--- src/rtl/game_turn_controller.sv ---
// Connect-Four match sequencer: owns the board, takes human moves over a
// valid/ready handshake, launches one tree search per AI turn and applies
// its result, then reports wins and draws to the display stage.
//
// Handshake: a human move is taken on any cycle where i_move_valid and
// o_move_ready are both high. o_move_ready depends only on the state.
// An illegal column produces a registered one-cycle o_move_reject on the
// following cycle, and the controller keeps waiting.
module game_turn_controller #(
  parameter int ROWS     = 6,
  parameter int COLS     = 7,
  parameter bit AI_FIRST = 1'b0
) (
  input  logic                   w_clk,
  input  logic                   w_rst_n,
  input  logic                   i_new_game,
  input  logic                   i_move_valid,
  input  logic [2:0]             i_move_col,
  output logic                   o_move_ready,
  output logic                   o_move_reject,
  output logic                   o_search_en,
  input  logic                   i_search_finished,
  input  logic [2:0]             i_search_col,
  output logic [ROWS*COLS-1:0]   o_me_field,
  output logic [ROWS*COLS-1:0]   o_op_field,
  output logic [3*COLS-1:0]      o_piled_array,
  output logic                   o_ai_thinking,
  output logic [2:0]             o_last_ai_col,
  output logic [1:0]             o_result
);

  localparam int CELLS = ROWS * COLS;
  localparam int CW    = $clog2(CELLS + 1);
  localparam logic [CW-1:0] FULL_COUNT = CW'(CELLS);

  typedef enum logic [3:0] {
    S_IDLE, S_WAIT_HUMAN, S_PLACE_OP, S_CHECK_OP, S_SEARCH_START,
    S_SEARCH_WAIT, S_PLACE_ME, S_CHECK_ME, S_GAME_OVER
  } state_t;

  state_t              r_state, w_next;
  logic [CELLS-1:0]    r_me, r_op;
  logic [3*COLS-1:0]   r_piled;
  logic [CW-1:0]       r_count;
  logic [2:0]          r_col;       // column latched from human or tree
  logic [2:0]          r_last_ai;
  logic [1:0]          r_result;
  logic                r_reject;

  logic                w_clear, w_accept, w_reject, w_latch_ai, w_set_result;
  logic [1:0]          w_result_val;
  logic                w_human_legal, w_op_win, w_me_win;
  logic [2:0]          w_fallback, w_ai_col;

  function automatic logic [2:0] height_of(input logic [3*COLS-1:0] piled,
                                           input logic [2:0] col);
    logic [2:0] h;
    h = '0;
    for (int c = 0; c < COLS; c++)
      if (col == 3'(c)) h = piled[3*c +: 3];
    return h;
  endfunction

  function automatic logic col_legal(input logic [3*COLS-1:0] piled,
                                     input logic [2:0] col);
    return (int'(col) < COLS) && (int'(height_of(piled, col)) < ROWS);
  endfunction

  // Writes only cells that exist; a full column leaves the field untouched.
  function automatic logic [CELLS-1:0] set_cell(input logic [CELLS-1:0] f,
                                                input logic [2:0] col,
                                                input logic [2:0] h);
    logic [CELLS-1:0] n;
    n = f;
    for (int c = 0; c < COLS; c++)
      for (int r = 0; r < ROWS; r++)
        if (col == 3'(c) && h == 3'(r)) n[c*ROWS + r] = 1'b1;
    return n;
  endfunction

  // Height increment that saturates at ROWS.
  function automatic logic [3*COLS-1:0] bump(input logic [3*COLS-1:0] piled,
                                             input logic [2:0] col);
    logic [3*COLS-1:0] n;
    n = piled;
    for (int c = 0; c < COLS; c++)
      if (col == 3'(c) && int'(piled[3*c +: 3]) < ROWS)
        n[3*c +: 3] = piled[3*c +: 3] + 3'd1;
    return n;
  endfunction

  // Four in a row in any direction; loop bounds keep every index on the board.
  function automatic logic has_four(input logic [CELLS-1:0] f);
    logic w;
    w = 1'b0;
    for (int c = 0; c < COLS - 3; c++)
      for (int r = 0; r < ROWS; r++)
        if (f[c*ROWS+r] && f[(c+1)*ROWS+r] && f[(c+2)*ROWS+r] && f[(c+3)*ROWS+r]) w = 1'b1;
    for (int c = 0; c < COLS; c++)
      for (int r = 0; r < ROWS - 3; r++)
        if (f[c*ROWS+r] && f[c*ROWS+r+1] && f[c*ROWS+r+2] && f[c*ROWS+r+3]) w = 1'b1;
    for (int c = 0; c < COLS - 3; c++)
      for (int r = 0; r < ROWS - 3; r++) begin
        if (f[c*ROWS+r] && f[(c+1)*ROWS+r+1] && f[(c+2)*ROWS+r+2] && f[(c+3)*ROWS+r+3]) w = 1'b1;
        if (f[c*ROWS+r+3] && f[(c+1)*ROWS+r+2] && f[(c+2)*ROWS+r+1] && f[(c+3)*ROWS+r]) w = 1'b1;
      end
    return w;
  endfunction

  // Move legality, win detection and the AI column with full-column fallback.
  always_comb begin
    w_human_legal = col_legal(r_piled, i_move_col);
    w_op_win      = has_four(r_op);
    w_me_win      = has_four(r_me);
    w_fallback    = '0;
    for (int c = COLS - 1; c >= 0; c--)
      if (int'(r_piled[3*c +: 3]) < ROWS) w_fallback = 3'(c);
    w_ai_col = col_legal(r_piled, r_col) ? r_col : w_fallback;
  end

  // State register.
  always_ff @(posedge w_clk or negedge w_rst_n) begin
    if (!w_rst_n) r_state <= S_IDLE;
    else          r_state <= w_next;
  end

  // Next-state and datapath control decode.
  always_comb begin
    w_next       = r_state;
    w_clear      = 1'b0;
    w_accept     = 1'b0;
    w_reject     = 1'b0;
    w_latch_ai   = 1'b0;
    w_set_result = 1'b0;
    w_result_val = 2'b00;
    case (r_state)
      S_IDLE, S_GAME_OVER: begin
        if (i_new_game) begin
          w_clear = 1'b1;
          w_next  = AI_FIRST ? S_SEARCH_START : S_WAIT_HUMAN;
        end
      end
      S_WAIT_HUMAN: begin
        if (i_new_game) begin
          w_clear = 1'b1;
          w_next  = AI_FIRST ? S_SEARCH_START : S_WAIT_HUMAN;
        end else if (i_move_valid) begin
          if (w_human_legal) begin
            w_accept = 1'b1;
            w_next   = S_PLACE_OP;
          end else begin
            w_reject = 1'b1;
          end
        end
      end
      S_PLACE_OP: w_next = S_CHECK_OP;
      S_CHECK_OP: begin
        if (w_op_win) begin
          w_set_result = 1'b1;
          w_result_val = 2'b10;
          w_next       = S_GAME_OVER;
        end else if (r_count == FULL_COUNT) begin
          w_set_result = 1'b1;
          w_result_val = 2'b11;
          w_next       = S_GAME_OVER;
        end else begin
          w_next = S_SEARCH_START;
        end
      end
      S_SEARCH_START: w_next = S_SEARCH_WAIT;
      S_SEARCH_WAIT: begin
        if (i_search_finished) begin
          w_latch_ai = 1'b1;
          w_next     = S_PLACE_ME;
        end
      end
      S_PLACE_ME: w_next = S_CHECK_ME;
      S_CHECK_ME: begin
        if (w_me_win) begin
          w_set_result = 1'b1;
          w_result_val = 2'b01;
          w_next       = S_GAME_OVER;
        end else if (r_count == FULL_COUNT) begin
          w_set_result = 1'b1;
          w_result_val = 2'b11;
          w_next       = S_GAME_OVER;
        end else begin
          w_next = S_WAIT_HUMAN;
        end
      end
      default: w_next = S_IDLE;
    endcase
  end

  // Board, counter, latched column and result registers.
  always_ff @(posedge w_clk or negedge w_rst_n) begin
    if (!w_rst_n) begin
      r_me      <= '0;
      r_op      <= '0;
      r_piled   <= '0;
      r_count   <= '0;
      r_col     <= '0;
      r_last_ai <= '0;
      r_result  <= 2'b00;
      r_reject  <= 1'b0;
    end else begin
      r_reject <= w_reject;
      if (w_clear) begin
        r_me      <= '0;
        r_op      <= '0;
        r_piled   <= '0;
        r_count   <= '0;
        r_last_ai <= '0;
        r_result  <= 2'b00;
      end else begin
        if (w_accept)   r_col <= i_move_col;
        if (w_latch_ai) r_col <= i_search_col;
        if (r_state == S_PLACE_OP) begin
          r_op    <= set_cell(r_op, r_col, height_of(r_piled, r_col));
          r_piled <= bump(r_piled, r_col);
          if (r_count != FULL_COUNT) r_count <= r_count + CW'(1);
        end
        if (r_state == S_PLACE_ME) begin
          r_me      <= set_cell(r_me, w_ai_col, height_of(r_piled, w_ai_col));
          r_piled   <= bump(r_piled, w_ai_col);
          r_last_ai <= w_ai_col;
          if (r_count != FULL_COUNT) r_count <= r_count + CW'(1);
        end
        if (w_set_result) r_result <= w_result_val;
      end
    end
  end

  assign o_move_ready  = (r_state == S_WAIT_HUMAN);
  assign o_move_reject = r_reject;
  assign o_search_en   = (r_state == S_SEARCH_START);
  assign o_ai_thinking = (r_state == S_SEARCH_START) || (r_state == S_SEARCH_WAIT) ||
                         (r_state == S_PLACE_ME);
  assign o_me_field    = r_me;
  assign o_op_field    = r_op;
  assign o_piled_array = r_piled;
  assign o_last_ai_col = r_last_ai;
  assign o_result      = r_result;

endmodule

--- config.mk ---
export PLATFORM = sky130hd
export DESIGN_NAME = game_turn_controller
export DESIGN_NICKNAME = d
export VERILOG_FILES = /design/src/rtl/game_turn_controller.sv
export SDC_FILE = /design/constraint.sdc
export NUM_CORES = 1
export LEC_CHECK = 0
export BUFFER_PORTS_ARGS = -buffer_cell sky130_fd_sc_hd__buf_4
export CAP_MARGIN = 20
export CORE_ASPECT_RATIO = 1.1
export CORE_UTILIZATION = 50
export CTS_CLUSTER_SIZE = 12
export DETAILED_ROUTE_END_ITERATION = 6
export PLACE_DENSITY_LB_ADDON = 0.2
export SLEW_MARGIN = 20
export SYNTH_ARGS = -nofsm -noshare
export SYNTH_HDL_FRONTEND = slang
export SYNTH_SLANG_ARGS = --single-unit
--- constraint.sdc ---
create_clock -name w_clk -period 6.2 [get_ports w_clk]
set_clock_uncertainty 0.1 [all_clocks]
set_input_delay 0.93 -clock w_clk [delete_from_list [all_inputs] [get_ports w_clk]]
set_output_delay 0.93 -clock w_clk [all_outputs]
set_load 0.01 [all_outputs]
==> out/results.ini, run 1 <==
[finish]
final_common_cell=buf_4
nNetsFinal=947
diodes=0
layout_common_cells=131 x buf_4, 124 x dfrtp_1, 109 x nand2_1
fillers=1276
area_growth_pct=21.56
drive_gt1_share_pct=20.74

[clock_tree]
cts_hold_buf=0
numCtsBuffers=17
clock_path_buffers=2
cts.clk_slew.worst_paths_ps=50
tritoncts=built
clk_latency_ps=420
cts_root_buf=clkbuf_16
cts.htree.levels=4
postCtsSetupBuffers=0
clock-sinks=124
cts_resized=0

[critical_path]
path_class=flop to flop
required_ps=6360
start_kind=flop
crit_arrival_ps=4450
crit_path_end_kind=flop
crit_fanout=24

[logic_synthesis]
syn-num-nets=848
postSynthAreaPerCell_um2=8.979
synth-seq-cells=124
syn_area_um2=7435
synth_warnings=0
async_reset_ff_share_pct=100.0
synth_edf_count=0
synth_ff_type=dfrtp_1
yosysSeqAreaShare_pct=41.74
syn_inst=828
synth.distinct_cells=75

[run_status]
status=finished, violations left
violations=DRC

[grt]
antenna_found_initial=0
grt_pass1_wl_um=40380
grt_max_degree=74
track_usage_pct=33.90
grt_pass1_vias=7313
overflow=0

[timing]
worst_slew_pin_slew_ps=1112
setup_violations=0
fmax_ghz=0.2331
fin_crit_ps=4290
finalMaxSlewViolations=0
maxSlewHeadroom_pct=25.85
period_share_pct=69.19
hold_viol_final=0
fin_tns_setup_ps=0
worst_slack_ps=1910
rsz0062_at_grt=no

[pwr]
ir_worst_vdd_mv=0.2035
seqPwrFrac_pct=33.5
p_leak_nw=4.086
intPower_w=0.002000
p_switching_w=0.001467
powerDensity_nw_per_um2=383.6
power_frac_clock_pct=30.3
p_sw_share_pct=42.32
combPwrFrac_pct=36.2

[drt]
first_pass_iters=7
wl_um=25450
num_vias=7830
drc_errors=13
viasPerCell=6.917
drt_iter0_markers=1071
final_antenna_net_count=0
wl_per_cell_um=22.48

[placed_design]
port_buffers=124
gp_congestion=0.9953
dp_hpwl_um=17620
place_ws_ps=1995

[floorplan]
die-area_um2=15360
initial_core_util_pct=51.46
ios=125
die_w_um=118.3
rows=46
die_h_um=129.9
core_area_um2=14450

[job]
max_cap_violations=0

[hold_path]
min_path_type=flop to flop

## area by class of cell
class	count	area, um^2	share of cell area, %
timing repair buffer	131	983.4	10.88
tap	192	240.2	2.658
sequential	124	3103	34.33
inverter	18	67.56	0.7476
clock inverter	7	135.1	1.495
clock buffer	25	485.5	5.372
multi-input combinational	635	4023	44.51
## registers in the layout, summed over array words and instances (netlist names)
| signal | flops |
|---|---|
| o_last_ai_col | 3 |
| o_me_field | 42 |
| o_move_reject | 1 |
| o_op_field | 42 |
| o_piled_array | 21 |
| o_result | 2 |
| r_col | 3 |
| r_count | 6 |
| r_state | 4 |
## kinds of logic after synthesis
family	share of synthesized area (%)
buffers and inverters	4.493
adder cells (fa/ha/maj)	1.515
XOR/XNOR	0.7068
AO/OA/AOI/OAI	28.88
AND/OR/NAND/NOR	20.45
multiplexers	2.221
flip-flops	41.74
## per-layer routing
layer / vias up / wire length [um] / global-route usage [%]
li1: 3408 / - / -
met1: 3724 / 10120 / 44.25
met2: 577 / 11500 / 52.42
met3: 121 / 2651 / 8.610
met4: 0 / 1180 / 17.72
met5: - / 0 / 0
## worst paths after layout
| check | to | start | slack, ps | cells past startpoint |
|---|---|---|---|---|
| worst min register to register | o_last_ai_col[1] | o_last_ai_col[1] | 400 | 2 |
| max in group asynchronous | o_op_field[8] | w_rst_n | 4200 | 2 |
| worst min-delay path | o_last_ai_col[1] | o_last_ai_col[1] | 400 | 2 |
| worst max register to register | o_me_field[14] | r_col[0] | 1910 | 9 |
| worst max-delay path | o_me_field[14] | r_col[0] | 1910 | 9 |
| min in group asynchronous | o_piled_array[14] | w_rst_n | 440 | 1 |
## cell usage after synthesis, types with 12 or more instances
master	count	share of area, %
nand4_1	35	2.9
nor2_1	84	4.2
o211ai_1	25	2.5
nor3_1	18	1.2
nand3_1	49	3.3
clkbuf_1	31	1.6
dfrtp_1	124	42
nand2_1	109	5.5
o21ai_0	27	1.8
a21oi_1	67	4.5
mux2i_1	12	1.6
o41ai_1	20	2.4
o2111ai_1	34	4.0
o41ai_2	15	3.3
inv_1	18	0.91
## worst max-delay path, cell delays in order, from the launching register on
cell	delay, ps
dfrtp_1	880
mux4_2	600
nand2_2	110
o21a_1	320
o22ai_1	230
a32oi_1	380
o32ai_1	190
a22oi_2	930
buf_4	280
o41ai_1	90
## stage by stage
step | std cells | total power (W) | hold WS, ps | instance area (um^2) | util, %
final | 1132 | 0.003467 | 398.0 | 9037 | 62.56
after global routing | 1132 | 0.003646 | 447.1 | 9037 | 62.56
after CTS | 1132 | 0.003443 | 412.8 | 9024 | 62.46
after detailed placement | 1100 | 0.002385 | 398.8 | 8403 | 58.17
after global placement | 1100 | 0.002379 | 388.2 | 8403 | 58.17
after floorplan | 828 | 0.001987 | 402.4 | 7435 | -
## power by group through the flow
stage               registers [W]  logic (W)  clock network (W)
floorplan                 0.00105   0.000940                  0
global placement          0.00116    0.00122                  0
detailed placement        0.00116    0.00123                  0
CTS                       0.00115    0.00123            0.00106
global route              0.00118    0.00137            0.00110
finish                    0.00116    0.00126            0.00105
No activity file was read; power rests on OpenSTA's default activity.
==> run 2, diff against run 1 <==
- ABC_AREA: default -> 1
- clock period: 6.2 -> 4.4 ns (I/O delays scaled with it)
==> run 2 against run 1 <==
Effect of this change:
- the run now ends clean
- power up 54%
- sequential share of layout area up 0.51 points
- cell area down 1.5%
- critical path depth up 9
==> out/results.ini, run 2 <==
[clock_tree]
clock_path_buffers=2  ; unchanged
cts_resized=0  ; unchanged
postCtsSetupBuffers=0  ; unchanged
cts.htree.levels=4  ; unchanged
tritoncts=built  ; unchanged
cts_root_buf=clkbuf_16  ; unchanged
cts.clk_slew.worst_paths_ps=60  ; was 50 ps
clock-sinks=124  ; unchanged
clk_latency_ps=420  ; about the same
numCtsBuffers=17  ; unchanged
cts_hold_buf=0  ; unchanged

[pwr]
powerDensity_nw_per_um2=598.6  ; was 383.6 nW/um^2
power_frac_clock_pct=26.2  ; was 30.3%
ir_worst_vdd_mv=0.3224  ; was 0.2035 mV
p_switching_w=0.002513  ; was 0.001467 W
p_sw_share_pct=47.14  ; was 42.32%
intPower_w=0.002818  ; was 0.002000 W
seqPwrFrac_pct=31.1  ; was 33.5%
combPwrFrac_pct=42.7  ; was 36.2%
p_leak_nw=3.972  ; was 4.086 nW

[logic_synthesis]
synth_edf_count=0  ; unchanged
syn_inst=936  ; was 828
async_reset_ff_share_pct=100.0  ; unchanged
synth_ff_type=dfrtp_1  ; unchanged
synthTopCellsByCount=138 x inv_1, 126 x nand2_1, 124 x dfrtp_1  ; was 124 x dfrtp_1, 109 x nand2_1, 84 x nor2_1
synth_top_cell_by_area=dfrtp_1  ; unchanged
syn-num-nets=956  ; was 848
synth-seq-cells=124  ; unchanged
synth.distinct_cells=45  ; was 75
synth_warnings=0  ; unchanged
syn_area_um2=7249  ; was 7435 um^2
synth_top_area_share_pct=42.80  ; was 41.74%
synth_area_leaders=dfrtp_1 43%, a21oi_1 8.0%, inv_1 7.1%  ; was dfrtp_1 42%, nand2_1 5.5%, a21oi_1 4.5%
postSynthAreaPerCell_um2=7.745  ; was 8.979 um^2
synth.most_common_cell=inv_1  ; was dfrtp_1
yosysSeqAreaShare_pct=42.80  ; was 41.74%

[critical_path]
critPathMaxStageDelay_ps=440  ; was 930 ps
crit_path_end_kind=flop  ; unchanged
crit_fanout=28  ; was 24
crit_arrival_ps=3630  ; was 4450 ps
critPathSlowestCell=dfrtp_1  ; was a22oi_2
r2r-start=r_col[2]  ; was r_col[0]
path_class=flop to flop  ; unchanged
required_ps=4560  ; was 6360 ps
crit_top_cell=nor2_1
worstPathCellList=inv_2, nand3_1, nor2_1, nor2_1, nand4_2, nand2_2, nand2_2, nand2_2, nand2_4, inv_2, nor2_1, nand2_1, nand3_1, nor2_1, nand4_2, clkinv_2, nand3_1, a21oi_1  ; was mux4_2, nand2_2, o21a_1, o22ai_1, a32oi_1, o32ai_1, a22oi_2, buf_4, o41ai_1
start_kind=flop  ; unchanged
startpoint=r_col[2]  ; was r_col[0]

[run_status]
status=completed  ; was finished, violations left

[hold_path]
min_path_type=input port to asynchronous set/reset pin  ; was flop to flop

[timing]
finalMaxSlewViolations=0  ; unchanged
period_share_pct=79.02  ; was 69.19%
setup_violations=0  ; unchanged
rsz0062_at_grt=no  ; unchanged
worst_slew_pin_slew_ps=1036  ; was 1112 ps
fin_crit_ps=3477  ; was 4290 ps
hold_viol_final=0  ; unchanged
maxSlewHeadroom_pct=30.96  ; was 25.85%
fin_tns_setup_ps=0  ; unchanged
fmax_ghz=0.2876  ; was 0.2331 GHz

[grt]
grt_max_degree=95  ; was 74
grt_pass1_vias=7188  ; was 7313
track_usage_pct=35.42  ; was 33.90%
antenna_found_initial=0  ; unchanged
overflow=0  ; unchanged
grt_pass1_wl_um=39960  ; was 40380 um

[placed_design]
dp_hpwl_um=18170  ; was 17620 um
gp_congestion=0.9670  ; was 0.9953
port_buffers=124  ; unchanged
dpl.cell_count=1227  ; was 1100

[floorplan]
core_area_um2=13960  ; was 14450 um^2
initial_core_util_pct=51.92  ; was 51.46%
die_w_um=116.8  ; was 118.3 um
die_h_um=128.3  ; was 129.9 um
ios=125  ; unchanged
die-area_um2=14980  ; was 15360 um^2
rows=45  ; was 46

[job]
max_cap_violations=0  ; unchanged

[finish]
area_growth_pct=22.85  ; was 21.56%
nNetsFinal=1078  ; was 947
layout_common_cells=138 x inv_1, 128 x buf_4, 126 x nand2_1  ; was 131 x buf_4, 124 x dfrtp_1, 109 x nand2_1
layout.cells.non_filler=1259  ; was 1132
final_util_pct=63.78  ; was 62.56%
final_common_cell=inv_1  ; was buf_4
drive_gt1_share_pct=18.39  ; was 20.74%
diodes=0  ; unchanged

[drt]
drc_errors=0  ; was 13
wl_per_cell_um=20.08  ; was 22.48 um
drt_iter0_markers=889  ; was 1071
num_vias=7704  ; was 7830
wl_um=25280  ; was 25450 um
viasPerCell=6.119  ; was 6.917
first_pass_iters=5  ; was 7
final_antenna_net_count=0  ; unchanged

-- run 2: changes by cell type after synthesis, sizes merged, moves of 12 or more --
cell     change
inv        +126
clkbuf      -17
nor4        +16
mux2i       -12
o2111ai     -12
o21ai       +14
nand4       +37
o211ai      -17
o41ai       -35
a21oi       +49
nand3       +15
nand2       +25
-- run 2: final cells by class --
cell class	count	area, um^2
fill	1307	5057
clock buffer	18	439.2
multi-input combinational	640	3455
timing repair buffer	129	980.9
tap	188	235.2
clock inverter	14	143.9
sequential	124	3103
inverter	146	549.3
-- run 2: final timing paths --
kind | slack (ps) | endpoint | cells past startpoint
worst max-delay path | 920 | o_me_field[32] | 18
worst min-delay path | 280 | o_piled_array[7] | 1
worst max register to register | 920 | o_me_field[32] | 18
worst min register to register | 390 | r_count[0] | 1
max in group asynchronous | 3100 | o_op_field[23] | 2
min in group w_clk | 390 | r_count[0] | 1
-- run 2: power groups by stage --
| stage | sequential (W) | combinational (W) | clock (W) |
|---|---|---|---|
| 2_1_floorplan | 0.00159 | 0.00156 | 0 |
| 3_3_place_gp | 0.00166 | 0.00221 | 0 |
| 3_5_place_dp | 0.00167 | 0.00224 | 0 |
| 4_1_cts | 0.00165 | 0.00225 | 0.00140 |
| 5_1_grt | 0.00169 | 0.00250 | 0.00145 |
| 6_report | 0.00166 | 0.00228 | 0.00140 |
-- run 2: metrics by stage --
stage          hold WS [ps]  cell area (um^2)  setup WS, ps  power [W]
6_report              277.5              8906         923.2   0.005331
5_1_grt               357.7              8906         575.7   0.005643
4_1_cts               306.5              8906         996.5   0.005299
3_5_place_dp          386.7              8323          1003   0.003905
3_3_place_gp          383.1              8317          1088   0.003875
2_1_floorplan         264.4              7249          1843   0.003155
-- run 2: worst max-delay path, delay by kind of cell, from the launching register on --
kind	cells	cell delay, ps
AND/OR/NAND/NOR	14	1940
flip-flops	1	440
buffers and inverters	3	720
AO/OA/AOI/OAI	1	80
-- run 2: logic make-up (layout without fill, tap and decap cells) --
family / count (synthesis) / after routing / share of synthesized area (%)
AO/OA/AOI/OAI: 221 / 221 / 18.07
XOR/XNOR: 2 / 2 / 0.2417
adder cells (fa/ha/maj): 9 / 9 / 1.553
buffers and inverters: 172 / 307 / 9.630
flip-flops: 124 / 124 / 42.80
AND/OR/NAND/NOR: 408 / 408 / 27.70
-- run 2: per-layer routing --
layer  part of all wire [%]  GRT usage, %
met5                      0             0
met4                    3.1         14.82
met3                    7.9         7.187
met2                     47         53.95
met1                     42         49.05
